`config.mk`:
```
export PLATFORM = sky130hd
export DESIGN_NAME = div_seq_flat
export DESIGN_NICKNAME = d
export VERILOG_FILES = /design/src/rtl/div_seq_if.sv /design/src/rtl/div_seq.sv /design/src/flat_wrapper.sv
export SDC_FILE = /design/constraint.sdc
export NUM_CORES = 1
export LEC_CHECK = 0
export ABC_AREA = 1
export CORE_UTILIZATION = 35
export CTS_BUF_LIST = sky130_fd_sc_hd__clkbuf_2 sky130_fd_sc_hd__clkbuf_4 sky130_fd_sc_hd__clkbuf_8
export DETAILED_ROUTE_END_ITERATION = 8
export DONT_BUFFER_PORTS = 1
export PLACE_DENSITY = 0.55
export RECOVER_POWER = 25
export SETUP_SLACK_MARGIN = 0.1
export SYNTH_ARGS = -nofsm -noshare
export SYNTH_HDL_FRONTEND = slang
export SYNTH_SLANG_ARGS = --single-unit
```
`constraint.sdc`:
```
create_clock -name clock -period 2.7 [get_ports clock]
set_input_delay 0.405 -clock clock [delete_from_list [all_inputs] [get_ports clock]]
set_output_delay 0.405 -clock clock [all_outputs]
set_load 0.01 [all_outputs]
```
`src/rtl/div_seq_if.sv`:
```
// Operand/result bundle between the MIPS control/datapath and the sequential divider.
interface div_seq_if;
  logic        start;
  logic [31:0] a;
  logic [31:0] b;
  logic [31:0] lo;
  logic [31:0] hi;
  logic        done;
  logic        div_zero;
  logic        busy;

  modport master (
    output start, a, b,
    input  lo, hi, done, div_zero, busy
  );

  modport slave (
    input  start, a, b,
    output lo, hi, done, div_zero, busy
  );
endinterface

```
`src/rtl/div_seq.sv`:
```
// Sequential 32-bit signed divider, restoring algorithm, one quotient bit per cycle.
// Quotient truncates toward zero, remainder follows the dividend sign (MIPS DIV).
//
// state | meaning
// IDLE  | waiting for start; operands sampled here
// CALC  | 32 shift/subtract iterations
// FIX   | apply signs, write lo/hi, raise done
// DONE  | drop done/div_zero, return to IDLE
module div_seq (
  input  logic     clock,
  input  logic     reset,
  div_seq_if.slave bus
);

  typedef enum logic [1:0] {IDLE, CALC, FIX, DONE} state_t;

  state_t      state;
  state_t      state_next;

  logic [31:0] dividend;
  logic [31:0] divisor;
  logic [32:0] rem;
  logic [4:0]  count;
  logic        sign_q;
  logic        sign_r;

  logic [31:0] lo_r;
  logic [31:0] hi_r;
  logic        done_r;
  logic        div_zero_r;

  logic        load;
  logic        load_zero;
  logic        step;
  logic        fix;
  logic        busy_c;

  logic [31:0] a_mag;
  logic [31:0] b_mag;
  logic [33:0] rem_shift;
  logic [33:0] trial;

  // Magnitudes as unsigned 32-bit values, so |-2^31| is 0x80000000.
  assign a_mag = bus.a[31] ? (32'd0 - bus.a) : bus.a;
  assign b_mag = bus.b[31] ? (32'd0 - bus.b) : bus.b;

  // The dividend register doubles as the quotient: its MSB shifts into the
  // remainder and the new quotient bit enters at the LSB.
  assign rem_shift = {rem, dividend[31]};
  assign trial     = rem_shift - {2'b00, divisor};

  // State register.
  always_ff @(posedge clock) begin
    if (reset) state <= IDLE;
    else       state <= state_next;
  end

  // Next-state selection.
  always_comb begin
    state_next = state;
    case (state)
      IDLE: if (bus.start) state_next = (bus.b == 32'd0) ? DONE : CALC;
      CALC: if (count == 5'd31) state_next = FIX;
      FIX:  state_next = DONE;
      DONE: state_next = IDLE;
      default: state_next = IDLE;
    endcase
  end

  // Per-state control strobes.
  always_comb begin
    load      = 1'b0;
    load_zero = 1'b0;
    step      = 1'b0;
    fix       = 1'b0;
    busy_c    = (state != IDLE);
    case (state)
      IDLE: begin
        load      = bus.start && (bus.b != 32'd0);
        load_zero = bus.start && (bus.b == 32'd0);
      end
      CALC:    step = 1'b1;
      FIX:     fix  = 1'b1;
      default: ;
    endcase
  end

  // Operand capture and the restoring iteration.
  always_ff @(posedge clock) begin
    if (reset) begin
      dividend <= 32'd0;
      divisor  <= 32'd0;
      rem      <= 33'd0;
      count    <= 5'd0;
      sign_q   <= 1'b0;
      sign_r   <= 1'b0;
    end else if (load) begin
      dividend <= a_mag;
      divisor  <= b_mag;
      rem      <= 33'd0;
      count    <= 5'd0;
      sign_q   <= bus.a[31] ^ bus.b[31];
      sign_r   <= bus.a[31];
    end else if (step) begin
      rem      <= trial[33] ? rem_shift[32:0] : trial[32:0];
      dividend <= {dividend[30:0], ~trial[33]};
      count    <= count + 5'd1;
    end
  end

  // Registered results and status pulses; lo/hi only change on FIX.
  always_ff @(posedge clock) begin
    if (reset) begin
      lo_r       <= 32'd0;
      hi_r       <= 32'd0;
      done_r     <= 1'b0;
      div_zero_r <= 1'b0;
    end else begin
      done_r     <= load_zero | fix;
      div_zero_r <= load_zero;
      if (fix) begin
        lo_r <= sign_q ? (32'd0 - dividend) : dividend;
        hi_r <= sign_r ? (32'd0 - rem[31:0]) : rem[31:0];
      end
    end
  end

  assign bus.lo       = lo_r;
  assign bus.hi       = hi_r;
  assign bus.done     = done_r;
  assign bus.div_zero = div_zero_r;
  assign bus.busy     = busy_c;

endmodule

```
`src/flat_wrapper.sv`:
```
// flat-port wrapper written by rule: the top's interface ports become plain ports
module div_seq_flat 
  (clock, reset, bus_start, bus_a, bus_b, bus_lo, bus_hi, bus_done, bus_div_zero, bus_busy);
  div_seq_if bus_i ();
  input  logic clock;
  input  logic reset;
  input wire logic [$bits(bus_i.start)-1:0] bus_start;
  input wire logic [$bits(bus_i.a)-1:0] bus_a;
  input wire logic [$bits(bus_i.b)-1:0] bus_b;
  output wire logic [$bits(bus_i.lo)-1:0] bus_lo;
  output wire logic [$bits(bus_i.hi)-1:0] bus_hi;
  output wire logic [$bits(bus_i.done)-1:0] bus_done;
  output wire logic [$bits(bus_i.div_zero)-1:0] bus_div_zero;
  output wire logic [$bits(bus_i.busy)-1:0] bus_busy;
  assign bus_i.start = bus_start;
  assign bus_i.a = bus_a;
  assign bus_i.b = bus_b;
  assign bus_lo = bus_i.lo;
  assign bus_hi = bus_i.hi;
  assign bus_done = bus_i.done;
  assign bus_div_zero = bus_i.div_zero;
  assign bus_busy = bus_i.busy;
  div_seq u_core (.clock(clock), .reset(reset), .bus(bus_i));
endmodule
```
==> results of run 1 <==
## worst paths after layout
| path | endpoint | slack (ns) | cells past startpoint | start |
|---|---|---|---|---|
| setup reg to reg | u_core.rem[15]$_SDFFE_PP0P_ | 0.20 | 14 | u_core.divisor[31]$_SDFFE_PP0P_ |
| hold / removal | u_core.divisor[24]$_SDFFE_PP0P_ | 0.04 | 3 | reset |
| setup / recovery | u_core.rem[15]$_SDFFE_PP0P_ | 0.20 | 14 | u_core.divisor[31]$_SDFFE_PP0P_ |
| hold reg to reg | u_core.dividend[12]$_SDFFE_PP0P_ | 0.47 | 2 | u_core.dividend[12]$_SDFFE_PP0P_ |
## kinds of logic after synthesis
kind of cell,count (synthesis)
XOR/XNOR,106
AND/OR/NAND/NOR,999
adder cells (fa/ha/maj),43
AO/OA/AOI/OAI,353
buffers and inverters,429
flip-flops,172
## worst register-to-register path, stage by stage, from the launching register on
cell	delay, ns
dfxtp_1	0.31
inv_1	0.20
ha_1	0.33
inv_1	0.15
o21ai_0	0.11
nor2_1	0.17
nand2_1	0.14
nor2_4	0.18
nand2_4	0.07
nand2_4	0.12
nand2_1	0.13
buf_12	0.19
nand2_1	0.08
nand3_1	0.06
a21oi_1	0.18
## metrics by stage
step | worst slack [ns] | utilization, % | std cells | total power [mW] | area, sq um
after floorplan | 0.640 | - | 2102 | 6.77 | 12900
after global placement | 0.193 | 37.0 | 2530 | 8.19 | 13500
after detailed placement | 0.200 | 37.0 | 2530 | 8.18 | 13500
after CTS | 0.172 | 38.1 | 2563 | 10.1 | 13900
after global routing | 0.0806 | 38.3 | 2563 | 11.0 | 14000
final | 0.203 | 38.3 | 2563 | 10.2 | 14000
## layout make-up
type                            instances  area [sq um]
Clock buffer                           17           234
Clock inverter                         15           166
Fill cell                            4083         22500
Inverter                              353          1330
Multi-Input combinational cell       1501          7850
Sequential cell                       172          3460
Tap cell                              468           586
Timing Repair Buffer                   37           343
## synthesized netlist by cell type, types with 14 or more instances
cell type and number:
o211ai_1 14, nand3_2 15, nor2_1 196, dfxtp_1 172
o22ai_1 22, xor2_1 92, o21ai_0 141, clkbuf_1 50
nand3_1 163, nor3_1 28, nand4_1 26, nand2_1 514
xnor2_1 14, inv_1 346, ha_1 42, a21oi_1 140
## where the power goes
part	internal, mW	leakage [nW]	switching (mW)
combinational	1.65	5.28	3.53
sequential	2.81	1.41	0.286
clock	0.781	0.203	1.15
## state kept, by name (all words and copies together) (netlist names)
| register | count |
|---|---|
| u_core.divisor | 32 |
| u_core.bus.hi | 32 |
| u_core.bus.lo | 32 |
| u_core.dividend | 32 |
| u_core.bus.div_zero | 1 |
| u_core.state | 2 |
| u_core.sign_q | 1 |
| u_core.rem | 33 |
| u_core.sign_r | 1 |
| u_core.bus.done | 1 |
| u_core.count | 5 |
## timing repair
action                     4_1_cts  5_1_grt
hold endpoints to repair        23        0
setup endpoints to repair        0       36
gates resized for setup          0       37
hold buffers                     1        0
## per-layer routing
layer	track usage [%]	routed length, um	share of wire, %	vias up
li1	-	-	-	6655
met1	32.5	21000	47	5998
met4	7.03	998	2.2	0
met5	0	0	0	-
met3	4.56	2650	5.9	48
met2	37.7	20000	45	370
==> results.yml, run 1 <==
cts:
  htreeDepth: 4
  cts_made_buffers: 17
  cts_root_buf: "clkbuf_8"
  cts.sinks: 172
  cts_setup_buffers: 0
  clkTransAtPathRegs_ns: 0.11
  cts_buffer_depth: 2
  cts_tree: "built"
  clock_latency_ns: 0.50
timing:
  slew_headroom_pct: 21.5
  skew_ns: 0.0194
  worstMarginPinSlew_ns: 1.17
  rsz0062_at_grt: "true"
  layout_min_cycle_time_ns: 2.50
  worst_hold_slack_ns: 0.0407
  drv_slew: 0
  fmax_ghz: 0.400
  setup_viol: 0
  final_hold_viol_count: 0
  finalSetupTns_ns: 0
  post-route-period-util_pct: 92.5
logic_synthesis:
  synth_top_family_by_area: "simple AND/OR/NAND/NOR gates"
  syn_area_per_cell_sq_um: 6.15
  synth-simple-area-share_pct: 34.0
  postSynth.asyncResetShare_pct: 0
  ys.flop_type: "dfxtp_1"
  syn_area_sq_mm: 0.0129
  synthTopCellsByArea: "dfxtp_1 (27%), nand2_1 (15%), inv_1 (10%)"
  synth_area_leader_cell: "dfxtp_1"
  synthCells: 2102
  synth.distinct_cells: 48
  synthMuxAreaShare_pct: 0
  synth-edff-count: 0
  synth-compound-area-share_pct: 14.8
  synthAdderAreaFrac_pct: 4.22
  synth_nets: 2212
  synth.top_cell.area_share_pct: 26.7
  yosysSeqAreaShare_pct: 26.7
  synth-xor-area-share_pct: 7.19
  ys_warn_count: 0
  ys_ff_latch: 172
global_route:
  grt_max_degree: 112
  antenna_found_initial: 0
  gr-usage-all-layers_pct: 23.8
  grt_pass1_vias: 12300
  grt.overflow.total: 0
  grt_pass1_wl_mm: 69.9
setup_path:
  critical_path_buf_inv_count: 3
  cpLargestDelayFamily: "simple AND/OR/NAND/NOR gates"
  endpoint_kind: "flip-flop"
  start_kind: "flip-flop"
  worstPathCellList: "inv_1 -> ha_1 -> inv_1 -> o21ai_0 -> nor2_1 -> nand2_1 -> nor2_4 -> nand2_4 -> nand2_4 -> nand2_1 -> buf_12 -> nand2_1 -> nand3_1 -> a21oi_1"
  worstSetupPathType: "reg2reg"
  critPathArrivalTime_ns: 2.91
  cpMostUsedCell: "nand2_1"
  crit_fanout: 24
  worstPathRequired_ns: 3.11
  slowest_delay_ns: 0.32
  critical_path.slowest_cell: "ha_1"
worst_hold_path:
  min_path_type: "in2reg"
floorplanning:
  start_util_pct: 35.5
  fp.dieArea_sq_mm: 0.0377
  die_w_um: 194
  coreArea_sq_mm: 0.0364
  die_h_um: 194
  fp-row-count: 70
  io_pins: 134
placement:
  hpwlAfterDp_mm: 35.4
  port_buffers: 0
  place.gp.congestion: 0.951
cells_and_area:
  final_common_cell: "nand2_1"
  drive_gt1_share_pct: 7.92
  area_growth_pct: 8.07
  nNetsFinal: 2192
  final_cell_mix: "nand2_1 (509), inv_1 (341), nor2_1 (192)"
  antenna_cells: 0
route:
  num_vias: 13100
  drc: 0
  post_drt_wl_per_cell_um: 17.4
  antenna_left: 0
  wirelength_mm: 44.6
  drt-pass1-iter-count: 5
  vias_per_cell: 5.10
  drtIter0Drc: 931
run:
  maxCapViolCount: 0
pwr:
  p_leak_nw: 6.88
  ir_drop_mv: 0.369
  power_density_mw_per_mm2: 731
status:
  status: "complete, no violations"
Note: power is estimated with default switching activity, not from simulation.
==> run 2, diff against run 1 <==
--- a/config.mk
+++ b/config.mk
@@ -6,11 +6,12 @@
 export NUM_CORES = 1
 export LEC_CHECK = 0
 export ABC_AREA = 1
+export CORE_MARGIN = 2
 export CORE_UTILIZATION = 35
 export CTS_BUF_LIST = sky130_fd_sc_hd__clkbuf_2 sky130_fd_sc_hd__clkbuf_4 sky130_fd_sc_hd__clkbuf_8
 export DETAILED_ROUTE_END_ITERATION = 8
 export DONT_BUFFER_PORTS = 1
-export PLACE_DENSITY = 0.55
+export PLACE_DENSITY = 0.53
 export RECOVER_POWER = 25
 export SETUP_SLACK_MARGIN = 0.1
 export SYNTH_ARGS = -nofsm -noshare
==> results.yml, run 2 (synthesis results as in run 1) <==
worst_hold_path:
  hold_end: "u_core.divisor[24]$_SDFFE_PP0P_"
  hp-start: "reset"
  min_path_type: "in2reg"
  holdPathStages: 3
route:
  vias_per_cell: 5.06
  num_vias: 13000
  drc: 0
  antenna_left: 0
  post_drt_wl_per_cell_um: 17.4
  drt-pass1-iter-count: 5
  drtIter0Drc: 1022
  wirelength_mm: 44.7
timing:
  drv_slew: 0
  setup_ws_ns: 0.249
  slew_headroom_pct: 22.6
  worst_hold_slack_ns: 0.0399
  setup_viol: 0
  finalSetupTns_ns: 0
  fmax_ghz: 0.408
  worstMarginPinSlew_ns: 1.16
  rsz0062_at_grt: "false"
  skew_ns: 0.0195
  final_hold_viol_count: 0
  post-route-period-util_pct: 90.8
  layout_min_cycle_time_ns: 2.45
cts:
  cts_root_buf: "clkbuf_8"
  clkTransAtPathRegs_ns: 0.11
  cts_buffer_depth: 2
  cts_made_buffers: 17
  cts_setup_buffers: 0
  cts_tree: "built"
  cts.sinks: 172
  clock_latency_ns: 0.51
  htreeDepth: 4
placement:
  hpwlAfterDp_mm: 35.4
  pre_cts_slack_ns: 0.0136
  place.gp.congestion: 0.932
  port_buffers: 0
setup_path:
  critPathArrivalTime_ns: 2.89
  r2r.worst_path.cells: 13
  r2r-start: "u_core.rem[29]$_SDFFE_PP0P_"
  rrSetupSlack_ns: 0.25
  r2r-end: "u_core.rem[24]$_SDFFE_PP0P_"
  endpoint_kind: "flip-flop"
  start_kind: "flip-flop"
  worstPathRequired_ns: 3.13
  crit_fanout: 25
  worstSetupPathType: "reg2reg"
global_route:
  gr-usage-all-layers_pct: 23.5
  antenna_found_initial: 0
  grt.overflow.total: 0
  grt_max_degree: 112
  grt_util_met2_pct: 38.4
  met3_usage_pct: 3.66
  grt_pass1_vias: 12400
  grt-busiest-layer: "met2"
  grt_pass1_wl_mm: 70.5
  use_met1_pct: 32.6
floorplanning:
  fp.dieArea_sq_mm: 0.0385
  die_w_um: 196
  io_pins: 134
  coreArea_sq_mm: 0.0365
  die_h_um: 196
  start_util_pct: 35.4
  fp-row-count: 70
pwr:
  finalPower_mw: 10.3
  p_leak_nw: 6.94
  power_density_mw_per_mm2: 735
  ir_drop_mv: 0.462
cells_and_area:
  nNetsFinal: 2201
  area_growth_pct: 8.92
  fillers: 3985
  max_flop_register: "u_core.rem"
  largest_reg_flops: 33
  drive_gt1_share_pct: 8.08
  final_cell_mix: "nand2_1 (509), inv_1 (342), nor2_1 (191)"
  final_common_cell: "nand2_1"
  fin_util_pct: 38.5
run:
  maxCapViolCount: 0
status:
  status: "complete, no violations"
==> run 2: changes by cell type in the layout (fill, tap and decap cells not counted), moves of 2 or more <==
| cell | previous run | this run |
|---|---|---|
| dlygate4sd3_1 | 1 | 3 |
| bufinv_16 | 1 | 3 |
| ha_2 | 7 | 3 |
| clkinv_4 | 3 | 0 |
| ha_4 | 1 | 3 |
| dfxtp_2 | 10 | 6 |
| inv_8 | 6 | 2 |
| ha_1 | 34 | 36 |
| buf_4 | 31 | 38 |
| clkinv_2 | 1 | 5 |
| nor3_1 | 26 | 24 |
| nor3_2 | 5 | 7 |
| dfxtp_1 | 162 | 166 |
==> run 2: routing by layer <==
metal  up-vias  share of wire [%]
met5         -                  0
met3        28                5.4
met4         0                1.2
met2       362                 45
met1      5946                 48
li1       6682                  -
==> run 2: how the worst max path moves through the flow <==
stage,slack [ns],to,cells after the start,from
global placement,0.001,u_core.dividend[22]$_SDFFE_PP0P_,15,bus_b[0]
floorplan,0.64,u_core.rem[26]$_SDFFE_PP0P_,17,u_core.dividend[31]$_SDFFE_PP0P_
CTS,0.15,u_core.rem[14]$_SDFFE_PP0P_,12,u_core.divisor[30]$_SDFFE_PP0P_
finish,0.25,u_core.rem[24]$_SDFFE_PP0P_,13,u_core.rem[29]$_SDFFE_PP0P_
global route,0.1,u_core.bus.hi[22]$_SDFFE_PP0P_,11,u_core.rem[5]$_SDFFE_PP0P_
detailed placement,0.01,u_core.dividend[21]$_SDFFE_PP0P_,15,bus_b[0]
==> run 2: area by class of cell <==
class                      count  area (sq um)  share of cell area (%)
multi-input combinational   1501          7880                    56.0
sequential                   172          3450                    24.5
inverter                     353          1330                    9.42
tap                          468           586                    4.16
timing repair buffer          46           407                    2.89
clock buffer                  17           234                    1.66
clock inverter                15           184                    1.31
antenna                        1          2.50                  0.0178
==> run 2: per-stage QoR <==
stage | cell area [sq um] | instances
2_1_floorplan | 12900 | 2102
3_3_place_gp | 13500 | 2537
3_5_place_dp | 13500 | 2537
4_1_cts | 14000 | 2572
5_1_grt | 14100 | 2572
6_report | 14100 | 2573
==> run 2: repair_timing <==
action | CTS | global route
hold endpoints to repair | 23 | 0
hold buffers | 3 | 0
endpoints found under the setup margin | 0 | 34
resized for setup | 0 | 35
==> run 2: power breakdown <==
part	switching [mW]	leakage [nW]	internal (mW)
combinational	3.53	5.32	1.67
clock	1.11	0.215	0.935
sequential	0.283	1.40	2.81
==> run 2: worst max-delay path, stage by stage (launching register included) <==
cell	delay [ns]
dfxtp_1	0.51
ha_2	0.38
a21oi_2	0.17
o21ai_0	0.09
nor2_1	0.15
nand2_1	0.13
nor2_4	0.18
nand2_4	0.07
nand2_4	0.10
nand2_1	0.11
buf_12	0.18
nand2_1	0.08
nand3_1	0.07
a21oi_1	0.14
==> run 3, diff against run 2 <==
--- a/config.mk
+++ b/config.mk
@@ -11,6 +11,7 @@
 export CTS_BUF_LIST = sky130_fd_sc_hd__clkbuf_2 sky130_fd_sc_hd__clkbuf_4 sky130_fd_sc_hd__clkbuf_8
 export DETAILED_ROUTE_END_ITERATION = 8
 export DONT_BUFFER_PORTS = 1
+export MAX_ROUTING_LAYER = met4
 export PLACE_DENSITY = 0.53
 export RECOVER_POWER = 25
 export SETUP_SLACK_MARGIN = 0.1
==> results.yml, run 3 (synthesis results as in run 1) <==
cells_and_area:
  antenna_cells: 0
  nNetsFinal: 2202
  drive_gt1_share_pct: 8.17
  final_common_cell: "nand2_1"
  max_flop_register: "u_core.rem"
  area_growth_pct: 8.55
  final_cell_mix: "nand2_1 (507), inv_1 (341), nor2_1 (190)"
  largest_reg_flops: 33
  final_area_sq_mm: 0.0140
  fin_util_pct: 38.4
setup_path:
  worst-path-stages: 18
  cpMostUsedCell: "nand2_1"
  r2r.worst_path.cells: 18
  crit_fanout: 4
  critical_path_buf_inv_count: 3
  worstPathCellList: "inv_1 -> ha_1 -> fa_2 -> inv_1 -> nand3_1 -> nand2_2 -> nand2_1 -> nand2_2 -> nand2_1 -> nand2_1 -> nand2_1 -> nand2_1 -> nand2_1 -> nand2_1 -> inv_1 -> nand2_1 -> nand3_1 -> a21oi_1"
  slowest_delay_ns: 0.37
  worstPathRequired_ns: 3.12
  critical_path.slowest_cell: "fa_2"
  start_kind: "flip-flop"
  cpLargestDelayFamily: "simple AND/OR/NAND/NOR gates"
  endpoint_kind: "flip-flop"
  worstSetupPathType: "reg2reg"
  critPathArrivalTime_ns: 2.80
timing:
  worstMarginPinSlew_ns: 1.16
  setup_viol: 0
  post-route-period-util_pct: 88.1
  fmax_ghz: 0.420
  rsz0062_at_grt: "false"
  layout_min_cycle_time_ns: 2.38
  slew_headroom_pct: 22.3
  finalSetupTns_ns: 0
  skew_ns: 0.0204
  drv_slew: 0
  final_hold_viol_count: 0
floorplanning:
  io_pins: 134
  die_w_um: 196
  die_h_um: 196
  fp.dieArea_sq_mm: 0.0385
  coreArea_sq_mm: 0.0365
  fp-row-count: 70
  start_util_pct: 35.4
pwr:
  p_sw_share_pct: 48.4
  p_leak_nw: 6.91
  p_seq_share_pct: 30.6
  clkPwrFrac_pct: 17.5
  ir_drop_mv: 0.376
  power_density_mw_per_mm2: 721
  p_switching_mw: 4.90
  finalPower_mw: 10.1
  p_int_mw: 5.21
  comb_power_share_pct: 51.8
global_route:
  grt_pass1_wl_mm: 70.3
  grt_max_degree: 112
  grt.overflow.total: 0
  antenna_found_initial: 0
  gr-usage-all-layers_pct: 24.2
  grt_pass1_vias: 12500
placement:
  placed_area_sq_mm: 0.0135
  place.gp.congestion: 0.958
  port_buffers: 0
  hpwlAfterDp_mm: 35.7
route:
  drtIter0Drc: 1098
  drc: 0
  vias_per_cell: 5.10
  num_vias: 13100
  drt-pass1-iter-count: 5
  wirelength_mm: 45.0
  post_drt_wl_per_cell_um: 17.5
  antenna_left: 0
cts:
  clkTransAtPathRegs_ns: 0.10
  cts_buffer_depth: 2
  cts_root_buf: "clkbuf_8"
  cts_tree: "built"
  cts_made_buffers: 17
  cts_setup_buffers: 0
  cts.sinks: 172
  htreeDepth: 4
  clock_latency_ns: 0.49
run:
  maxCapViolCount: 0
worst_hold_path:
  holdPathStages: 3
  min_path_type: "in2reg"
status:
  status: "complete, no violations"
-- run 3: changes by cell type in the layout (fill, tap and decap cells not counted), sizes merged --
cell         change
clkinvlp         +1
dlygate4sd3      -1
bufinv           -3
clkbuf           +2
inv              -3
diode            -1
clkinv           +3
buf              +2
-- run 3: worst paths after layout --
| path | slack [ns] | end | start |
|---|---|---|---|
| worst max-delay path | 0.32 | u_core.rem[32]$_SDFFE_PP0P_ | u_core.dividend[31]$_SDFFE_PP0P_ |
| worst min register to register | 0.48 | u_core.count[4]$_SDFFE_PP0P_ | u_core.count[4]$_SDFFE_PP0P_ |
| worst min-delay path | 0.05 | u_core.divisor[30]$_SDFFE_PP0P_ | reset |
| worst max register to register | 0.32 | u_core.rem[32]$_SDFFE_PP0P_ | u_core.dividend[31]$_SDFFE_PP0P_ |
-- run 3: worst reg2reg max path: stages, from the launching register on --
cell and delay (ns):
dfxtp_2 0.36, inv_1 0.07, ha_1 0.22, fa_2 0.37, inv_1 0.10, nand3_1 0.09, nand2_2 0.14, nand2_1 0.09
nand2_2 0.12, nand2_1 0.06, nand2_1 0.10, nand2_1 0.12, nand2_1 0.09, nand2_1 0.05, nand2_1 0.06, inv_1 0.04
nand2_1 0.05, nand3_1 0.06, a21oi_1 0.14
-- run 3: final cells by class --
| type | instances | area (sq um) |
|---|---|---|
| tap | 468 | 586 |
| timing repair buffer | 47 | 424 |
| sequential | 172 | 3450 |
| clock buffer | 19 | 262 |
| fill | 4059 | 22500 |
| inverter | 353 | 1330 |
| clock inverter | 13 | 106 |
| multi-input combinational | 1501 | 7870 |
-- run 3: layer usage --
layer / share of wire (%) / vias to the layer above / track usage [%] / wire [um]
met2: 45 / 394 / 37.9 / 20100
met5: 0 / - / - / 0
li1: - / 6675 / - / -
met4: 2.1 / 0 / 6.73 / 955
met3: 5.8 / 40 / 3.75 / 2610
met1: 47 / 6026 / 32.3 / 21300
-- run 3: power by group through the flow --
stage / registers [mW] / clock network [mW] / logic [mW]
global route: 3.13 / 1.94 / 5.89
floorplan: 3.07 / 0 / 3.70
finish: 3.10 / 1.77 / 5.24
CTS: 3.09 / 1.84 / 5.12
global placement: 3.15 / 0 / 5.10
detailed placement: 3.15 / 0 / 5.08
-- run 3: what timing repair did --
action / 4_1_cts / 5_1_grt
hold buffers: 2 / 0
hold endpoints to repair: 22 / 0
gates resized for setup: 0 / 37
setup endpoints to repair: 0 / 36
-- run 3: metrics by stage --
| step | hold WS, ns | cells | worst slack (ns) |
|---|---|---|---|
| floorplan | 0.433 | 2102 | 0.640 |
| global placement | 0.448 | 2539 | 0.0677 |
| detailed placement | 0.461 | 2539 | 0.0737 |
| CTS | 0.0159 | 2573 | 0.198 |
| global route | 0.0330 | 2573 | 0.102 |
| finish | 0.0489 | 2573 | 0.321 |
